## src/rtl/conv_enc_if.sv

```systemverilog
// Handshake bundle for conv_enc: serial data bits in, 2-bit code symbols out.
// master = the encoder side, slave = the surrounding source/sink.
interface conv_enc_if;
    logic       d_in;
    logic       d_in_vld;
    logic       d_in_last;
    logic       in_ready;
    logic [1:0] d_o;
    logic       d_o_vld;
    logic       d_o_last;
    logic [1:0] d_o_mask;
    logic       d_o_rdy;

    modport master (
        input  d_in, d_in_vld, d_in_last, d_o_rdy,
        output in_ready, d_o, d_o_vld, d_o_last, d_o_mask
    );

    modport slave (
        output d_in, d_in_vld, d_in_last, d_o_rdy,
        input  in_ready, d_o, d_o_vld, d_o_last, d_o_mask
    );
endinterface

```

## src/rtl/conv_enc.sv

```systemverilog
// Rate-1/2, K=4 convolutional encoder with 3-bit zero tail per frame.
// Define CONV_ENC_PUNCT_EN to generate the rate-2/3 puncturing keep mask.
module conv_enc #(
    parameter logic [3:0] G0        = 4'b1111,
    parameter logic [3:0] G1        = 4'b1101,
    parameter int         FRAME_LEN = 64,
    parameter int         CNT_W     = 7
) (
    input  logic          clk,
    input  logic          rst,
    input  logic          enable,
    conv_enc_if.master    io,
    output logic          busy
);

    typedef enum logic [1:0] {IDLE, DATA, TAIL} state_t;

    localparam logic [CNT_W-1:0] LAST_CNT = CNT_W'(FRAME_LEN);

    state_t           state;
    logic [2:0]       s;
    logic [CNT_W-1:0] bit_cnt;
    logic [1:0]       tail_cnt;

    logic             adv;
    logic             in_xfer;
    logic             tail_step;
    logic             last_tail;
    logic             gen;
    logic             u;
    logic [3:0]       v;
    logic             c0;
    logic             c1;
    logic [CNT_W-1:0] bit_cnt_nxt;
    logic             frame_end;

    // Output register may only be reloaded when it is empty or being drained.
    assign adv         = !io.d_o_vld || io.d_o_rdy;
    assign io.in_ready = enable && adv && (state == IDLE || state == DATA);
    assign in_xfer     = io.d_in_vld && io.in_ready;
    assign tail_step   = enable && adv && (state == TAIL);
    assign last_tail   = tail_step && (tail_cnt == 2'd2);
    assign gen         = in_xfer || tail_step;

    assign u  = in_xfer ? io.d_in : 1'b0;
    assign v  = {u, s};
    assign c0 = ^(v & G0);
    assign c1 = ^(v & G1);

    // Both termination conditions collapse into one TAIL entry.
    assign bit_cnt_nxt = (state == IDLE) ? CNT_W'(1) : bit_cnt + CNT_W'(1);
    assign frame_end   = io.d_in_last || (bit_cnt_nxt == LAST_CNT);

    assign busy = (state != IDLE);

    always_ff @(posedge clk or negedge rst) begin
        if (!rst) begin
            state       <= IDLE;
            s           <= 3'b000;
            bit_cnt     <= '0;
            tail_cnt    <= 2'd0;
            io.d_o      <= 2'b00;
            io.d_o_vld  <= 1'b0;
            io.d_o_last <= 1'b0;
        end else if (!enable) begin
            state       <= IDLE;
            s           <= 3'b000;
            bit_cnt     <= '0;
            tail_cnt    <= 2'd0;
            io.d_o      <= 2'b00;
            io.d_o_vld  <= 1'b0;
            io.d_o_last <= 1'b0;
        end else begin
            if (in_xfer) begin
                s       <= {u, s[2:1]};
                bit_cnt <= bit_cnt_nxt;
                state   <= frame_end ? TAIL : DATA;
            end else if (tail_step) begin
                if (last_tail) begin
                    s        <= 3'b000;
                    tail_cnt <= 2'd0;
                    bit_cnt  <= '0;
                    state    <= IDLE;
                end else begin
                    s        <= {1'b0, s[2:1]};
                    tail_cnt <= tail_cnt + 2'd1;
                end
            end

            if (adv) begin
                io.d_o_vld  <= gen;
                io.d_o_last <= last_tail;
                if (gen)
                    io.d_o <= {c1, c0};
            end
        end
    end

`ifdef CONV_ENC_PUNCT_EN
    logic phase;
    logic cur_phase;

    // A frame's first symbol always starts at phase 0.
    assign cur_phase = (state == IDLE) ? 1'b0 : phase;

    always_ff @(posedge clk or negedge rst) begin
        if (!rst) begin
            phase       <= 1'b0;
            io.d_o_mask <= 2'b11;
        end else if (!enable) begin
            phase       <= 1'b0;
            io.d_o_mask <= 2'b11;
        end else if (adv && gen) begin
            phase       <= ~cur_phase;
            io.d_o_mask <= cur_phase ? 2'b01 : 2'b11;
        end
    end
`else
    assign io.d_o_mask = 2'b11;
`endif

endmodule

```

## src/flat_wrapper.sv

```systemverilog
// flat-port wrapper written by rule: the top's interface ports become plain ports
module conv_enc_flat 
#(
    parameter logic [3:0] G0        = 4'b1111,
    parameter logic [3:0] G1        = 4'b1101,
    parameter int         FRAME_LEN = 64,
    parameter int         CNT_W     = 7
)
  (clk, rst, enable, busy, io_d_in, io_d_in_vld, io_d_in_last, io_d_o_rdy, io_in_ready, io_d_o, io_d_o_vld, io_d_o_last, io_d_o_mask);
  conv_enc_if io_i ();
  input  logic clk;
  input  logic rst;
  input  logic enable;
  output logic busy;
  input wire logic [$bits(io_i.d_in)-1:0] io_d_in;
  input wire logic [$bits(io_i.d_in_vld)-1:0] io_d_in_vld;
  input wire logic [$bits(io_i.d_in_last)-1:0] io_d_in_last;
  input wire logic [$bits(io_i.d_o_rdy)-1:0] io_d_o_rdy;
  output wire logic [$bits(io_i.in_ready)-1:0] io_in_ready;
  output wire logic [$bits(io_i.d_o)-1:0] io_d_o;
  output wire logic [$bits(io_i.d_o_vld)-1:0] io_d_o_vld;
  output wire logic [$bits(io_i.d_o_last)-1:0] io_d_o_last;
  output wire logic [$bits(io_i.d_o_mask)-1:0] io_d_o_mask;
  assign io_i.d_in = io_d_in;
  assign io_i.d_in_vld = io_d_in_vld;
  assign io_i.d_in_last = io_d_in_last;
  assign io_i.d_o_rdy = io_d_o_rdy;
  assign io_in_ready = io_i.in_ready;
  assign io_d_o = io_i.d_o;
  assign io_d_o_vld = io_i.d_o_vld;
  assign io_d_o_last = io_i.d_o_last;
  assign io_d_o_mask = io_i.d_o_mask;
  conv_enc #(.G0(G0), .G1(G1), .FRAME_LEN(FRAME_LEN), .CNT_W(CNT_W)) u_core (.clk(clk), .rst(rst), .enable(enable), .io(io_i), .busy(busy));
endmodule
```

## config.mk

```make
export PLATFORM = sky130hd
export DESIGN_NAME = conv_enc_flat
export DESIGN_NICKNAME = d
export VERILOG_FILES = /design/src/rtl/conv_enc_if.sv /design/src/rtl/conv_enc.sv /design/src/flat_wrapper.sv
export SDC_FILE = /design/constraint.sdc
export NUM_CORES = 1
export LEC_CHECK = 0
export BUFFER_PORTS_ARGS = -buffer_cell sky130_fd_sc_hd__clkbuf_2
export CAP_MARGIN = 20
export CORE_MARGIN = 4
export CORE_UTILIZATION = 55
export CTS_BUF_LIST = sky130_fd_sc_hd__clkbuf_8
export CTS_CLUSTER_DIAMETER = 80
export DETAILED_ROUTE_END_ITERATION = 10
export GPL_TIMING_DRIVEN = 1
export PLACE_DENSITY = 0.77
export SLEW_MARGIN = 20
export SYNTH_ARGS = -nofsm -noshare
export SYNTH_HDL_FRONTEND = slang
export SYNTH_SLANG_ARGS = --single-unit
export TNS_END_PERCENT = 10
```

## constraint.sdc

```tcl
create_clock -name clk -period 3.7 [get_ports clk]
set_clock_uncertainty 0.1 [all_clocks]
set_input_delay 0.555 -clock clk [delete_from_list [all_inputs] [get_ports clk]]
set_output_delay 0.555 -clock clk [all_outputs]
set_load 0.1 [all_outputs]
```

==> results.toml <==
[worst_setup_path]
path_cells = "clkbuf_2 -> nor2b_4 -> and2_2 -> clkbuf_2"
cp-startpoint = "enable"
critical-path-top-delay-family = "buffers and inverters"
reg2regPathDepth = 6
start_kind = "input port"
end_kind = "output port"
crit_top_cell = "clkbuf_2"
critPathMaxStageDelay_ns = 0.44
worst-path-stages = 4
crit_type = "input port to output port"
critPathRequiredTime_ns = 3.04
r2r_slack_ns = 1.98
r2r-end = "u_core.state[0]$_DFFE_PN0P_"
crit_path_top_delay_cell = "clkbuf_2"
crit_end = "io_in_ready"
reg2reg_from = "u_core.bit_cnt[0]$_DFFE_PN0P_"
crit_buf_inv = 2
cp.arrival_ns = 1.64
cp_max_fo = 15

[layout]
diodes = 0
mostFrequentLayoutCell = "dfrtp_1"
area_growth_pct = 10.8
final_cell_mix = "dfrtp_1, clkbuf_2, nand2_1"
nNetsFinal = 121
drive_above_1_share_pct = 25.0

[sta]
period_minus_slack_ns = 2.30
fin_crit_sh_pct = 62.0
max_freq_mhz = 436
setup_ws_ns = 1.40
rsz0062_at_grt = "no"
tightest_slew_ns = 0.544
drv_slew = 0
final-hold-violation-count = 0
setup_viol = 0
fin_setup_tns_ns = 0
relSlewSlack_pct = 63.9

[die]
die_w_um = 50.7
rows = 15
initial_core_util_pct = 58.2
fp.dieArea_um2 = 2570
pin_count = 15
chipHeight_um = 50.7
coreArea_um2 = 1730

[hold_path]
hp-class = "input port to asynchronous set/reset pin"

[grt]
grt_overflow = 0
grt_pass1_vias = 736
grt_max_degree = 19
antenna_found_initial = 0
grt_pass1_wl_um = 3270
track_usage_pct = 17.4

[clock_tree]
cts_root_buffer = "clkbuf_8"
post_cts_buffers = 0
clkLatencyLatePin_ns = 0.25
hold_buffers = 0
cts.sinks = 18
cts_made_buffers = 3
cts_tree = "built"
clockBufferDepth = 2
clk_pin_slew_ns = 0.07
cts.htree.levels = 1
cts_resized = 0

[drt]
wl_per_cell_um = 13.7
ant_nets = 0
first_pass_iters = 4
drc = 0
vias = 764
drt_iter0_markers = 10
wl_met3_um = 51
routed_via_density = 5.58
highest_layer = "met4"
drt_wl_total_um = 1880
wl_met1_um = 864
route.met2.wl_um = 929

[power_and_ir_drop]
powerDensity_nw_per_um2 = 458
leakage_nw = 0.528
ir_drop_v = 0.000282

[yosys]
ys_async_sr_fraction_pct = 100
synth_ff_type = "dfrtp_1"
synth_top_family_by_area = "simple AND/OR/NAND/NOR gates"
synth_xor_area_share_pct = 4.36
yosys.area_share.simple_pct = 22.3
synthCells = 100
synth_edf_count = 0
synth-seq-area-share_pct = 44.8
synth-compound-area-share_pct = 21.7
yosys_warnings = 0
synth_area_um2 = 1000
syn_avg_cell_area_um2 = 10.0
synth_seq_cells = 18
muxShareOfSynthArea_pct = 0
synth_fa_ha_area_share_pct = 1.25
ys_types = 40

[place]
port_buffers = 12
preCtsSetupSlack_ns = 1.40
hpwlAfterDp_um = 1380
place_congestion = 0.757

[outcome]
status = "complete, no violations"

[job]
cap_violations = 0
[through the flow]
stage                     std cells  power, mW  hold WS (ns)  utilization (%)  area [um^2]
after floorplan                 101      0.334         0.159                -         1010
after global placement          133      0.352         0.384             61.3         1060
after detailed placement        133      0.354         0.386             61.3         1060
after CTS                       137      0.515         0.147             64.5         1110
after global routing            137      0.535         0.156             64.5         1110
final                           137      0.510         0.131             64.5         1110
[layer usage]
layer	global-route usage, %	vias up
met5	0	-
met4	9.42	0
met3	3.56	4
met2	29.6	11
met1	20.4	368
li1	-	381
[worst min-delay path by stage]
| stage | to | slack (ns) | depth (start not counted) |
|---|---|---|---|
| after floorplan | u_core.bit_cnt[0]$_DFFE_PN0P_ | 0.16 | 0 |
| after global placement | u_core.bit_cnt[6]$_DFFE_PN0P_ | 0.38 | 1 |
| after detailed placement | u_core.bit_cnt[6]$_DFFE_PN0P_ | 0.39 | 1 |
| after CTS | u_core.bit_cnt[0]$_DFFE_PN0P_ | 0.15 | 1 |
| after global routing | u_core.bit_cnt[2]$_DFFE_PN0P_ | 0.16 | 1 |
| final | u_core.bit_cnt[0]$_DFFE_PN0P_ | 0.13 | 1 |
[cell usage after synthesis, types with 2 or more instances]
| master | number | area share [%] |
|---|---|---|
| nor3_1 | 2 | 1.0 |
| inv_1 | 3 | 1.1 |
| nand2_1 | 8 | 3.0 |
| a32o_1 | 3 | 3.0 |
| or3_1 | 2 | 1.2 |
| o21ai_0 | 7 | 3.5 |
| nand3_1 | 7 | 3.5 |
| buf_6 | 2 | 2.2 |
| buf_4 | 2 | 1.5 |
| nand2b_1 | 3 | 1.9 |
| xor2_1 | 4 | 3.5 |
| a22o_2 | 3 | 3.0 |
| nor2_1 | 6 | 2.2 |
| a21oi_1 | 3 | 1.5 |
| dfrtp_1 | 18 | 45 |
| a21o_1 | 3 | 2.2 |
[worst reg2reg max path, cell delays in order (launching register included)]
cell	delay [ns]
dfrtp_1	0.43
ha_1	0.29
xor2_1	0.18
nor3_1	0.15
nand3_1	0.11
nor3_1	0.24
a21oi_1	0.11
[cells by family (layout without fill, tap and decap cells)]
| family | count (synthesis) | count (layout) |
|---|---|---|
| buffers and inverters | 8 | 19 |
| other | 1 | 2 |
| adders and majority gates | 1 | 1 |
| DFF | 18 | 18 |
| AOI/OAI and AO/OA | 29 | 29 |
| and+or+nand+nor | 38 | 38 |
| xor gates and xnor gates | 5 | 5 |
[report_power, final]
group          leakage, nW  internal [mW]  switching, mW  total, mW
Clock               0.0288         0.0945         0.0653      0.160
Sequential           0.244          0.208         0.0118      0.220
Combinational        0.255         0.0285          0.101      0.130
[layout make-up]
cell class                      instances  area [um^2]
Multi-Input combinational cell         75          505
Clock buffer                            4         55.1
Fill cell                             149          613
Inverter                                3         11.3
Tap cell                               25         31.3
Timing Repair Buffer                   12         60.1
Sequential cell                        18          450
[flip-flops by register name (all words and copies together), names as in the netlist]
signal              cells
u_core.bit_cnt          7
u_core.io.d_o           2
u_core.io.d_o_last      1
u_core.io.d_o_vld       1
u_core.s                3
u_core.state            2
u_core.tail_cnt         2
Power figures use the tool's default switching activity.
